$ cat config.mk
export PLATFORM = sky130hd
export DESIGN_NAME = fp_mul_v2_flat
export DESIGN_NICKNAME = d
export VERILOG_FILES = /design/src/rtl/fp32_pkg.sv /design/src/rtl/fp_mul_v2_if.sv /design/src/rtl/fp32_round_norm.sv /design/src/rtl/fp_mul_v2.sv /design/src/flat_wrapper.sv
export SDC_FILE = /design/constraint.sdc
export NUM_CORES = 2
export LEC_CHECK = 0
export ABC_AREA = 1
export CAP_MARGIN = 30
export CORE_ASPECT_RATIO = 1.25
export CORE_UTILIZATION = 55
export DETAILED_ROUTE_END_ITERATION = 7
export GPL_TIMING_DRIVEN = 1
export HOLD_SLACK_MARGIN = 0.15
export PLACE_DENSITY_LB_ADDON = 0.2
export SLEW_MARGIN = 0
export SYNTH_ARGS = -nofsm -noshare
export SYNTH_HDL_FRONTEND = slang
export SYNTH_SLANG_ARGS = --single-unit
$ cat constraint.sdc
create_clock -name clk -period 15.83 [get_ports clk]
set_input_delay 1.583 -clock clk [delete_from_list [all_inputs] [get_ports clk]]
set_output_delay 1.583 -clock clk [all_outputs]
set_load 0.05 [all_outputs]
$ cat src/rtl/fp32_pkg.sv
// Shared binary32 field definitions, constants and operand classification
// used by the multiply, add/sub and divide units.
package fp32_pkg;

   localparam int EXP_W  = 8;
   localparam int FRAC_W = 23;
   localparam int WORD_W = 1 + EXP_W + FRAC_W;
   localparam int SIG_W  = FRAC_W + 1;
   localparam int PROD_W = 2 * SIG_W;
   localparam int XEXP_W = 10;
   localparam int BIAS   = 127;

   localparam logic [WORD_W-1:0] QNAN    = 32'h7FC0_0000;
   localparam logic [EXP_W-1:0]  EXP_MAX = 8'hFF;

   typedef struct packed {
      logic              sign;
      logic [EXP_W-1:0]  exp;
      logic [FRAC_W-1:0] frac;
   } fp32_t;

   typedef struct packed {
      logic is_nan;
      logic is_inf;
      logic is_zero;
   } fp_class_t;

   typedef enum logic [1:0] {
      SEL_NORM,
      SEL_NAN,
      SEL_INF,
      SEL_ZERO
   } res_sel_t;

   // Subnormals (exp=0, frac!=0) are deliberately classed as zero.
   function automatic fp_class_t classify(input fp32_t x);
      fp_class_t c;
      c.is_nan  = (x.exp == EXP_MAX) && (x.frac != '0);
      c.is_inf  = (x.exp == EXP_MAX) && (x.frac == '0);
      c.is_zero = (x.exp == '0);
      return c;
   endfunction

   function automatic logic [WORD_W-1:0] pack_inf(input logic sign);
      return {sign, EXP_MAX, {FRAC_W{1'b0}}};
   endfunction

   function automatic logic [WORD_W-1:0] pack_zero(input logic sign);
      return {sign, {(WORD_W-1){1'b0}}};
   endfunction

endpackage

$ cat src/rtl/fp_mul_v2_if.sv
// Operand/result bundle between the operand registers and the multiplier.
interface fp_mul_v2_if;
   import fp32_pkg::*;

   logic              in_valid;
   logic [WORD_W-1:0] in1;
   logic [WORD_W-1:0] in2;
   logic              out_valid;
   logic [WORD_W-1:0] out;

   modport master (
      output in_valid,
      output in1,
      output in2,
      input  out_valid,
      input  out
   );

   modport slave (
      input  in_valid,
      input  in1,
      input  in2,
      output out_valid,
      output out
   );

endinterface

$ cat src/rtl/fp32_round_norm.sv
// Normalizes a 48-bit significand product, rounds to nearest-even and
// resolves overflow to infinity and underflow to signed zero.
module fp32_round_norm
   import fp32_pkg::*;
(
   input  logic [PROD_W-1:0]        prod_i,
   input  logic signed [XEXP_W-1:0] exp_i,
   input  logic                     sign_i,
   output logic [WORD_W-1:0]        res_o
);

   logic [FRAC_W-1:0]        frac_t;
   logic                     guard;
   logic                     sticky;
   logic                     round_up;
   logic [FRAC_W:0]          frac_r;
   logic signed [XEXP_W-1:0] exp_n;
   logic signed [XEXP_W-1:0] exp_r;

   always_comb begin
      // Product of two [1,2) significands lies in [1,4); bit 47 picks the scale.
      if (prod_i[47]) begin
         frac_t = prod_i[46:24];
         guard  = prod_i[23];
         sticky = |prod_i[22:0];
         exp_n  = exp_i + 10'sd1;
      end else begin
         frac_t = prod_i[45:23];
         guard  = prod_i[22];
         sticky = |prod_i[21:0];
         exp_n  = exp_i;
      end

      round_up = guard & (sticky | frac_t[0]);
      frac_r   = {1'b0, frac_t} + {{FRAC_W{1'b0}}, round_up};

      // On carry-out the low fraction bits are already zero, i.e. mantissa 1.0.
      exp_r = exp_n + $signed({{(XEXP_W-1){1'b0}}, frac_r[FRAC_W]});

      if (exp_r >= 10'sd255) begin
         res_o = pack_inf(sign_i);
      end else if (exp_r <= 10'sd0) begin
         res_o = pack_zero(sign_i);
      end else begin
         res_o = {sign_i, exp_r[EXP_W-1:0], frac_r[FRAC_W-1:0]};
      end
   end

endmodule

$ cat src/rtl/fp_mul_v2.sv
// Registered binary32 multiplier: one-cycle latency, full throughput,
// round-to-nearest-even with flush-to-zero for subnormal inputs and results.
module fp_mul_v2
   import fp32_pkg::*;
(
   input  logic        clk,
   input  logic        rst_n,
   fp_mul_v2_if.slave  bus
);

   fp32_t                    op_a;
   fp32_t                    op_b;
   fp_class_t                cls_a;
   fp_class_t                cls_b;
   logic                     res_sign;
   logic [SIG_W-1:0]         sig_a;
   logic [SIG_W-1:0]         sig_b;
   logic [PROD_W-1:0]        prod;
   logic signed [XEXP_W-1:0] exp_raw;
   logic [WORD_W-1:0]        norm_res;
   res_sel_t                 sel;
   logic [WORD_W-1:0]        out_d;
   logic [WORD_W-1:0]        out_q;
   logic                     out_valid_q;

   assign op_a     = bus.in1;
   assign op_b     = bus.in2;
   assign cls_a    = classify(op_a);
   assign cls_b    = classify(op_b);
   assign res_sign = op_a.sign ^ op_b.sign;

   assign sig_a   = {1'b1, op_a.frac};
   assign sig_b   = {1'b1, op_b.frac};
   assign prod    = PROD_W'(sig_a) * PROD_W'(sig_b);
   assign exp_raw = $signed(XEXP_W'(op_a.exp)) + $signed(XEXP_W'(op_b.exp))
                    - $signed(XEXP_W'(BIAS));

   fp32_round_norm u_round_norm (
      .prod_i (prod),
      .exp_i  (exp_raw),
      .sign_i (res_sign),
      .res_o  (norm_res)
   );

   // Special cases in priority order: NaN, Inf x 0, Inf, zero.
   always_comb begin
      sel = SEL_NORM;
      if (cls_a.is_nan || cls_b.is_nan) begin
         sel = SEL_NAN;
      end else if ((cls_a.is_inf && cls_b.is_zero) || (cls_a.is_zero && cls_b.is_inf)) begin
         sel = SEL_NAN;
      end else if (cls_a.is_inf || cls_b.is_inf) begin
         sel = SEL_INF;
      end else if (cls_a.is_zero || cls_b.is_zero) begin
         sel = SEL_ZERO;
      end
   end

   always_comb begin
      out_d = norm_res;
      case (sel)
         SEL_NAN:  out_d = QNAN;
         SEL_INF:  out_d = pack_inf(res_sign);
         SEL_ZERO: out_d = pack_zero(res_sign);
         default:  out_d = norm_res;
      endcase
   end

   always_ff @(posedge clk) begin
      if (!rst_n) begin
         out_q       <= '0;
         out_valid_q <= 1'b0;
      end else begin
         out_valid_q <= bus.in_valid;
         if (bus.in_valid) begin
            out_q <= out_d;
         end
      end
   end

   assign bus.out       = out_q;
   assign bus.out_valid = out_valid_q;

endmodule

$ cat src/flat_wrapper.sv
// flat-port wrapper written by rule: the top's interface ports become plain ports
module fp_mul_v2_flat import fp32_pkg::*;
  (clk, rst_n, bus_in_valid, bus_in1, bus_in2, bus_out_valid, bus_out);
  fp_mul_v2_if bus_i ();
  input  logic clk;
  input  logic rst_n;
  input wire logic [$bits(bus_i.in_valid)-1:0] bus_in_valid;
  input wire logic [$bits(bus_i.in1)-1:0] bus_in1;
  input wire logic [$bits(bus_i.in2)-1:0] bus_in2;
  output wire logic [$bits(bus_i.out_valid)-1:0] bus_out_valid;
  output wire logic [$bits(bus_i.out)-1:0] bus_out;
  assign bus_i.in_valid = bus_in_valid;
  assign bus_i.in1 = bus_in1;
  assign bus_i.in2 = bus_in2;
  assign bus_out_valid = bus_i.out_valid;
  assign bus_out = bus_i.out;
  fp_mul_v2 u_core (.clk(clk), .rst_n(rst_n), .bus(bus_i));
endmodule
# Word-level counts from Yosys, hierarchy flattened
# Cells that the tools add are included.
dict set report word_totals {
  regBits 33
  in_bits 67
  elab_cells 47
}
dict set report classes {
  addsub 5
  mul 1
  n_lt_le_gt_ge 2
  eq_ne 5
  mux 11
  bitwise_logic 3
  n_reduce_logical 18
}
# op count
set ops {}
lappend ops {{32-bit case mux with 3 select lines} 1}
lappend ops {{31-bit 2-to-1 mux} 2}
lappend ops {{24-bit by 24-bit multiplier with 48-bit output} 1}
lappend ops {{23-bit zero test} 2}
lappend ops {{23-bit nonzero test} 2}
lappend ops {{23-bit by 1-bit adder with 24-bit output} 1}
lappend ops {{23-bit 2-to-1 mux} 1}
lappend ops {{23-bit OR reduction} 1}
lappend ops {{22-bit OR reduction} 1}
lappend ops {{8-bit == test, second input constant} 2}
lappend ops {{8-bit zero test} 2}
lappend ops {{10-bit by 2-bit adder with 10-bit output} 1}
lappend ops {{10-bit by 2-bit adder with 10-bit output, second input constant} 1}
lappend ops {{10-bit by 9-bit >= comparator with 1-bit output, second input constant} 1}
lappend ops {{10-bit by 1-bit <= comparator with 1-bit output, second input constant} 1}
lappend ops {{10-bit 2-to-1 mux} 1}
lappend ops {{10-bit by 8-bit subtractor with 10-bit output, second input constant} 1}
lappend ops {{8-bit by 8-bit adder with 9-bit output} 1}
lappend ops {{2-bit 2-to-1 mux} 4}
lappend ops {{1-bit logical AND} 6}
lappend ops {{2-bit == test, second input constant} 2}
lappend ops {{1-bit logical OR} 4}
lappend ops {{2-bit by 1-bit == test with 1-bit output, second input constant} 1}
lappend ops {{1-bit 2-to-1 mux} 2}
lappend ops {{other kinds (3)} 3}

# Logic depth before layout (Yosys ltp)
dict set report depth {
  ltp_word 11
  ltp_mapped 57
}

# Hierarchy
# From an unflattened synthesis, not the netlist that was laid out.
dict set report unflattened {
  cells_unflattened 3544
  area_unflattened_um2 24449.7
}
# module instances cells_per_inst area_per_inst_um2 seq_area_each_um2
set modules_own_cells {}
lappend modules_own_cells {fp_mul_v2 1 3110 22336.4 660.6}
lappend modules_own_cells {fp32_round_norm 1 434 2113.3 0.0}

# Least setup slack after synthesis
# Ideal clock, no wire load.
dict set report synth_path {
  path_kind {input -> register}
  start {input bus_in2[3]}
  end {register u_core.out_q[15] (netlist: u_core.bus.out[15])}
  setup_time_ns 0.131
  arrival_ns 9.857
  required_time_ns 15.699
  path_slack_ns 5.842
  cell_stages 48
  n_path_buf 4
  path_cell_list {clkbuf_1 -> clkbuf_1 -> nand2_1 -> fa_1 -> inv_1 -> fa_1 -> inv_1 -> fa_1 -> inv_1 -> fa_1 -> inv_1 -> fa_1 -> inv_1 -> fa_1 -> inv_1 -> fa_1 -> inv_1 -> ha_1 -> (+12 left out) -> nand3_1 -> nor2_1 -> nand3_1 -> nor4_1 -> nand4_1 -> nor2_1 -> ha_1 -> ha_1 -> or2_2 -> nor2_1 -> nand3_1 -> nor2_1 -> nand3_4 -> inv_2 -> nor2_4 -> buf_6 -> nand2_1 -> a21oi_2}
}
dict set report synth_via {
  elab_chain_len 11
  elab_cells_between_ends 30
  classes_between {2 x add/sub; 1 x mul; 2 x order compare; 3 x eq/ne; 10 x mux; 2 x bitwise; 10 x reduce/logical}
}
# element line_no
set synth_rtl {}
lappend synth_rtl {{start: declaration} flat_wrapper.sv:9} ;# input wire logic [$bits(bus_i.in2)-1:0] bus_in2;
lappend synth_rtl {{24-bit by 24-bit multiplier with 48-bit output} fp_mul_v2.sv:34} ;# assign prod = PROD_W'(sig_a) * PROD_W'(sig_b);
lappend synth_rtl {{23-bit OR reduction / 22-bit OR reduction (equally long branches)} {fp32_round_norm.sv:25, fp32_round_norm.sv:30}}
lappend synth_rtl {{1-bit 2-to-1 mux} fp32_round_norm.sv:22} ;# if (prod_i[47]) begin
lappend synth_rtl {{1-bit OR} fp32_round_norm.sv:34} ;# round_up = guard & (sticky | frac_t[0]);
lappend synth_rtl {{1-bit AND} fp32_round_norm.sv:34}
lappend synth_rtl {{23-bit by 1-bit adder with 24-bit output} fp32_round_norm.sv:35} ;# frac_r = {1'b0, frac_t} + {{FRAC_W{1'b0}}, round_up};
lappend synth_rtl {{10-bit by 2-bit adder with 10-bit output} fp32_round_norm.sv:38} ;# exp_r = exp_n + $signed({{(XEXP_W-1){1'b0}}, frac_r[FRAC_W]});
lappend synth_rtl {{10-bit by 1-bit <= comparator with 1-bit output} fp32_round_norm.sv:42} ;# end else if (exp_r <= 10'sd0) begin
lappend synth_rtl {{31-bit 2-to-1 mux} fp32_round_norm.sv:42}
lappend synth_rtl {{31-bit 2-to-1 mux} fp32_round_norm.sv:40} ;# if (exp_r >= 10'sd255) begin
lappend synth_rtl {{32-bit case mux with 3 select lines (*)} fp_mul_v2.sv:61} ;# case (sel)
lappend synth_rtl {{end signal: assignment} fp_mul_v2.sv:76} ;# out_q <= out_d;
lappend synth_rtl {{end: declaration} fp_mul_v2.sv:23} ;# logic [WORD_W-1:0] out_q;
# Every way passes the cells marked *; elsewhere a longest branch is shown, timed or not.
# A chain may end at the register's enable or synchronous reset.

# Final worst setup path
dict set report layout_path {
  start {input bus_in1[13]}
  end {register u_core.out_q[2] (netlist: u_core.bus.out[2])}
}
dict set report layout_via {
  elab_chain_len 11
  elab_cells_between_ends 30
  classes_between {2 x add/sub; 1 x mul; 2 x order compare; 3 x eq/ne; 10 x mux; 2 x bitwise; 10 x reduce/logical}
}
# element line_no
set layout_rtl {}
lappend layout_rtl {{start: declaration} flat_wrapper.sv:8} ;# input wire logic [$bits(bus_i.in1)-1:0] bus_in1;
lappend layout_rtl {{24-bit by 24-bit multiplier with 48-bit output} fp_mul_v2.sv:34}
lappend layout_rtl {{23-bit OR reduction / 22-bit OR reduction (equally long branches)} {fp32_round_norm.sv:25, fp32_round_norm.sv:30}}
lappend layout_rtl {{1-bit 2-to-1 mux} fp32_round_norm.sv:22}
lappend layout_rtl {{1-bit OR} fp32_round_norm.sv:34}
lappend layout_rtl {{1-bit AND} fp32_round_norm.sv:34}
lappend layout_rtl {{23-bit by 1-bit adder with 24-bit output} fp32_round_norm.sv:35}
lappend layout_rtl {{10-bit by 2-bit adder with 10-bit output} fp32_round_norm.sv:38}
lappend layout_rtl {{10-bit by 1-bit <= comparator with 1-bit output} fp32_round_norm.sv:42}
lappend layout_rtl {{31-bit 2-to-1 mux} fp32_round_norm.sv:42}
lappend layout_rtl {{31-bit 2-to-1 mux} fp32_round_norm.sv:40}
lappend layout_rtl {{32-bit case mux with 3 select lines (*)} fp_mul_v2.sv:61}
# Marks and branches as above.

==> run summary <==
Vias -> 20900
Ranking of synthesized cells by area -> fa_1 (40%), inv_1 (16%), nand2_1 (16%), ha_1 (9.9%), dfxtp_1 (2.7%)
Most common cell on crit path -> inv_1
Max-slew violation count -> 0
Synth Register Bits -> 33
Post-DP HPWL -> 53600 um
Syn Nets -> 4169
Commonest cells after routing, fill and taps aside -> inv_1 (1040), nand2_1 (1015), fa_1 (483), ha_1 (190), nor2_1 (121)
Post-synth top area share -> 40.2%
Setup WS pre-CTS -> 3.76 ns
Total congestion overflow -> 0
CTS tree -> yes
Clock root buffer -> clkbuf_16
DRC -> 0
Synth Cell Area -> 0.0240 mm^2
Final setup fails -> 0
Run status -> finished, final reports clean
WL per Instance -> 16.3 um
Post-route ant nets -> 0
Antenna cells -> 0
Final Net Count -> 4213
Worst-case reg-to-reg path depth -> 4
CP endpoint -> u_core.bus.out[2]
Fraction of registers with async set/reset -> 0%
Row count -> 85
Die width -> 189 um
Critical Path RT -> 16.02 ns
Yosys warns -> 0
Final hold violations -> 0
Commonest non-fill, non-tap cell in the layout -> inv_1
Starting Density -> 55.8%
Core area -> 0.0431 mm^2
Clock Latency Late Sink -> 0.28 ns
Hold Buf Count CTS -> 0
Hold Worst Slack -> 0.468 ns
RSZ-0062 raised after global routing -> no
Ys flop type -> dfxtp_1
Share of post-route cells with drive strength above 1 -> 4.29%
Clock skew -> 0 ns
PortBufs -> 99
Placer Congestion -> 0.973
Worst slew pin tran -> 0.980 ns
Die ar. -> 0.0446 mm^2
Critical-path maximum fanout -> 25
Tot GR Track Use -> 31.3%
Critical Path Start Type -> input port
Vias per cell -> 5.16
Post-synth EDFFs -> 0
FMAX -> 88.0 MHz
Synth Area per Inst -> 7.01 um^2
Setup bufs post-CTS -> 0
Arrival time worst endpoint -> 11.55 ns
Clock tree buffer depth -> 2
DRT Wirelength -> 65700 um
Final min period -> 11.36 ns
Post-CTS Resized -> 0
Vias in the first global route -> 22900
Hold crit path type -> flip-flop to flip-flop
Initial DRC Count -> 1009
Die Y -> 236 um
Reg2reg end -> u_core.bus.out[23]
Post-synth top area cell -> fa_1
CTS Sinks -> 33
Sequential fraction of the synthesis area -> 2.75%
Setup TNS -> 0 ns
Final worst-path cycle share -> 71.8%
Max-cap violations -> 0
Drt pass-1 iters -> 5
Yosys cell types -> 50
Crit. End Element -> flip-flop
Final core occ -> 59.9%
R2r setup slk -> 15.02 ns
Slowest Stage Delay on Critical Path -> 0.55 ns
Critical Path Source -> bus_in1[13]
Fillers -> 4064
Worst-path clk slew -> 0.05 ns
CTS H-tree depth -> 2
PnR worst setup slack -> 4.47 ns
Critical-path cell with the highest stage delay -> fa_1
Slew headroom -> 34.6%
Largest net degree at the start of global routing -> 37
Global-route wire length before repair -> 111000 um
Initial antenna violation count -> 0
WS Path Type -> input port to flip-flop
Ports -> 100
Area growth, synth to finish -> 7.36%
Cts bufs inserted -> 5
RR Startpoint -> u_core.bus.out[23]
Synth Instances -> 3429
## how the worst min path moves through the flow
stage	start	end	slack, ns	cells past startpoint
5_1_grt	u_core.bus.out[8]	u_core.bus.out[8]	0.49	2
2_1_floorplan	u_core.bus.out[0]	u_core.bus.out[0]	0.69	2
4_1_cts	u_core.bus.out[17]	u_core.bus.out[17]	0.47	2
3_3_place_gp	u_core.bus.out[19]	u_core.bus.out[19]	0.45	2
3_5_place_dp	u_core.bus.out[17]	u_core.bus.out[17]	0.46	2
6_report	u_core.bus.out[17]	u_core.bus.out[17]	0.47	2
## cells in the mapped netlist (2+ instances only)
cell,n
or2_2,6
clkbuf_1,101
nor2_4,5
nand2_1,1015
a21oi_4,3
fa_1,483
o21ai_2,4
o21bai_1,4
nand3_2,6
a31oi_1,7
nor4_1,18
o21ai_1,5
inv_1,1040
buf_6,4
o21ai_0,27
nor2_2,13
xor2_1,34
a21oi_1,77
nand4_1,34
buf_4,2
nand2_2,25
nor2_1,121
nand4_2,2
a21oi_2,2
nand3b_1,10
or4_1,3
ha_1,190
dfxtp_1,33
nand3_1,94
or2_1,3
a21o_1,5
inv_2,23
nor3_1,7
xnor2_1,7
## layout make-up
cell class	count	area [um^2]	area share, %
sequential	33	661	2.56
clock buffer	5	125	0.485
timing repair buffer	145	1360	5.28
multi-input combinational	2224	18900	73.4
tap	565	707	2.74
inverter	1064	3990	15.5
clock inverter	3	17.5	0.0679
## per-stage QoR
step / area, um^2 / std cells
finish: 25800 / 4039
global route: 25800 / 4039
global placement: 25600 / 4029
CTS: 25800 / 4038
floorplan: 24000 / 3429
detailed placement: 25600 / 4030
## flip-flops by register name, summed over array words and instances, names as in the netlist
name and flops:
u_core.bus.out 32, u_core.bus.out_valid 1
## worst max-delay path: cells and delay by family
family	cells	cell delay (ns)
buf+inv	12	1.37
simple gates	26	4.10
compound gates	1	0.17
fa+ha+maj	10	4.27
## kinds of logic after synthesis
group	count (synthesis)	share of synthesized area, %
flip-flops	33	2.75
AO/OA/AOI/OAI	139	3.32
AND/OR/NAND/NOR	1371	23.9
XOR/XNOR	41	1.49
buffers and inverters	1172	18.5
adder cells (fa/ha/maj)	673	50.1
## metal layers
metal	vias up	global-route usage, %	wire (um)
li1	9821	-	-
met1	10200	35.4	24500
met2	641	60.0	35400
met3	196	2.67	3110
met4	0	12.1	2750
met5	-	0	0
Power is left out: the tool's default activity adds up to more than one toggle a clock period on the data nets, which glitch-free logic cannot reach.
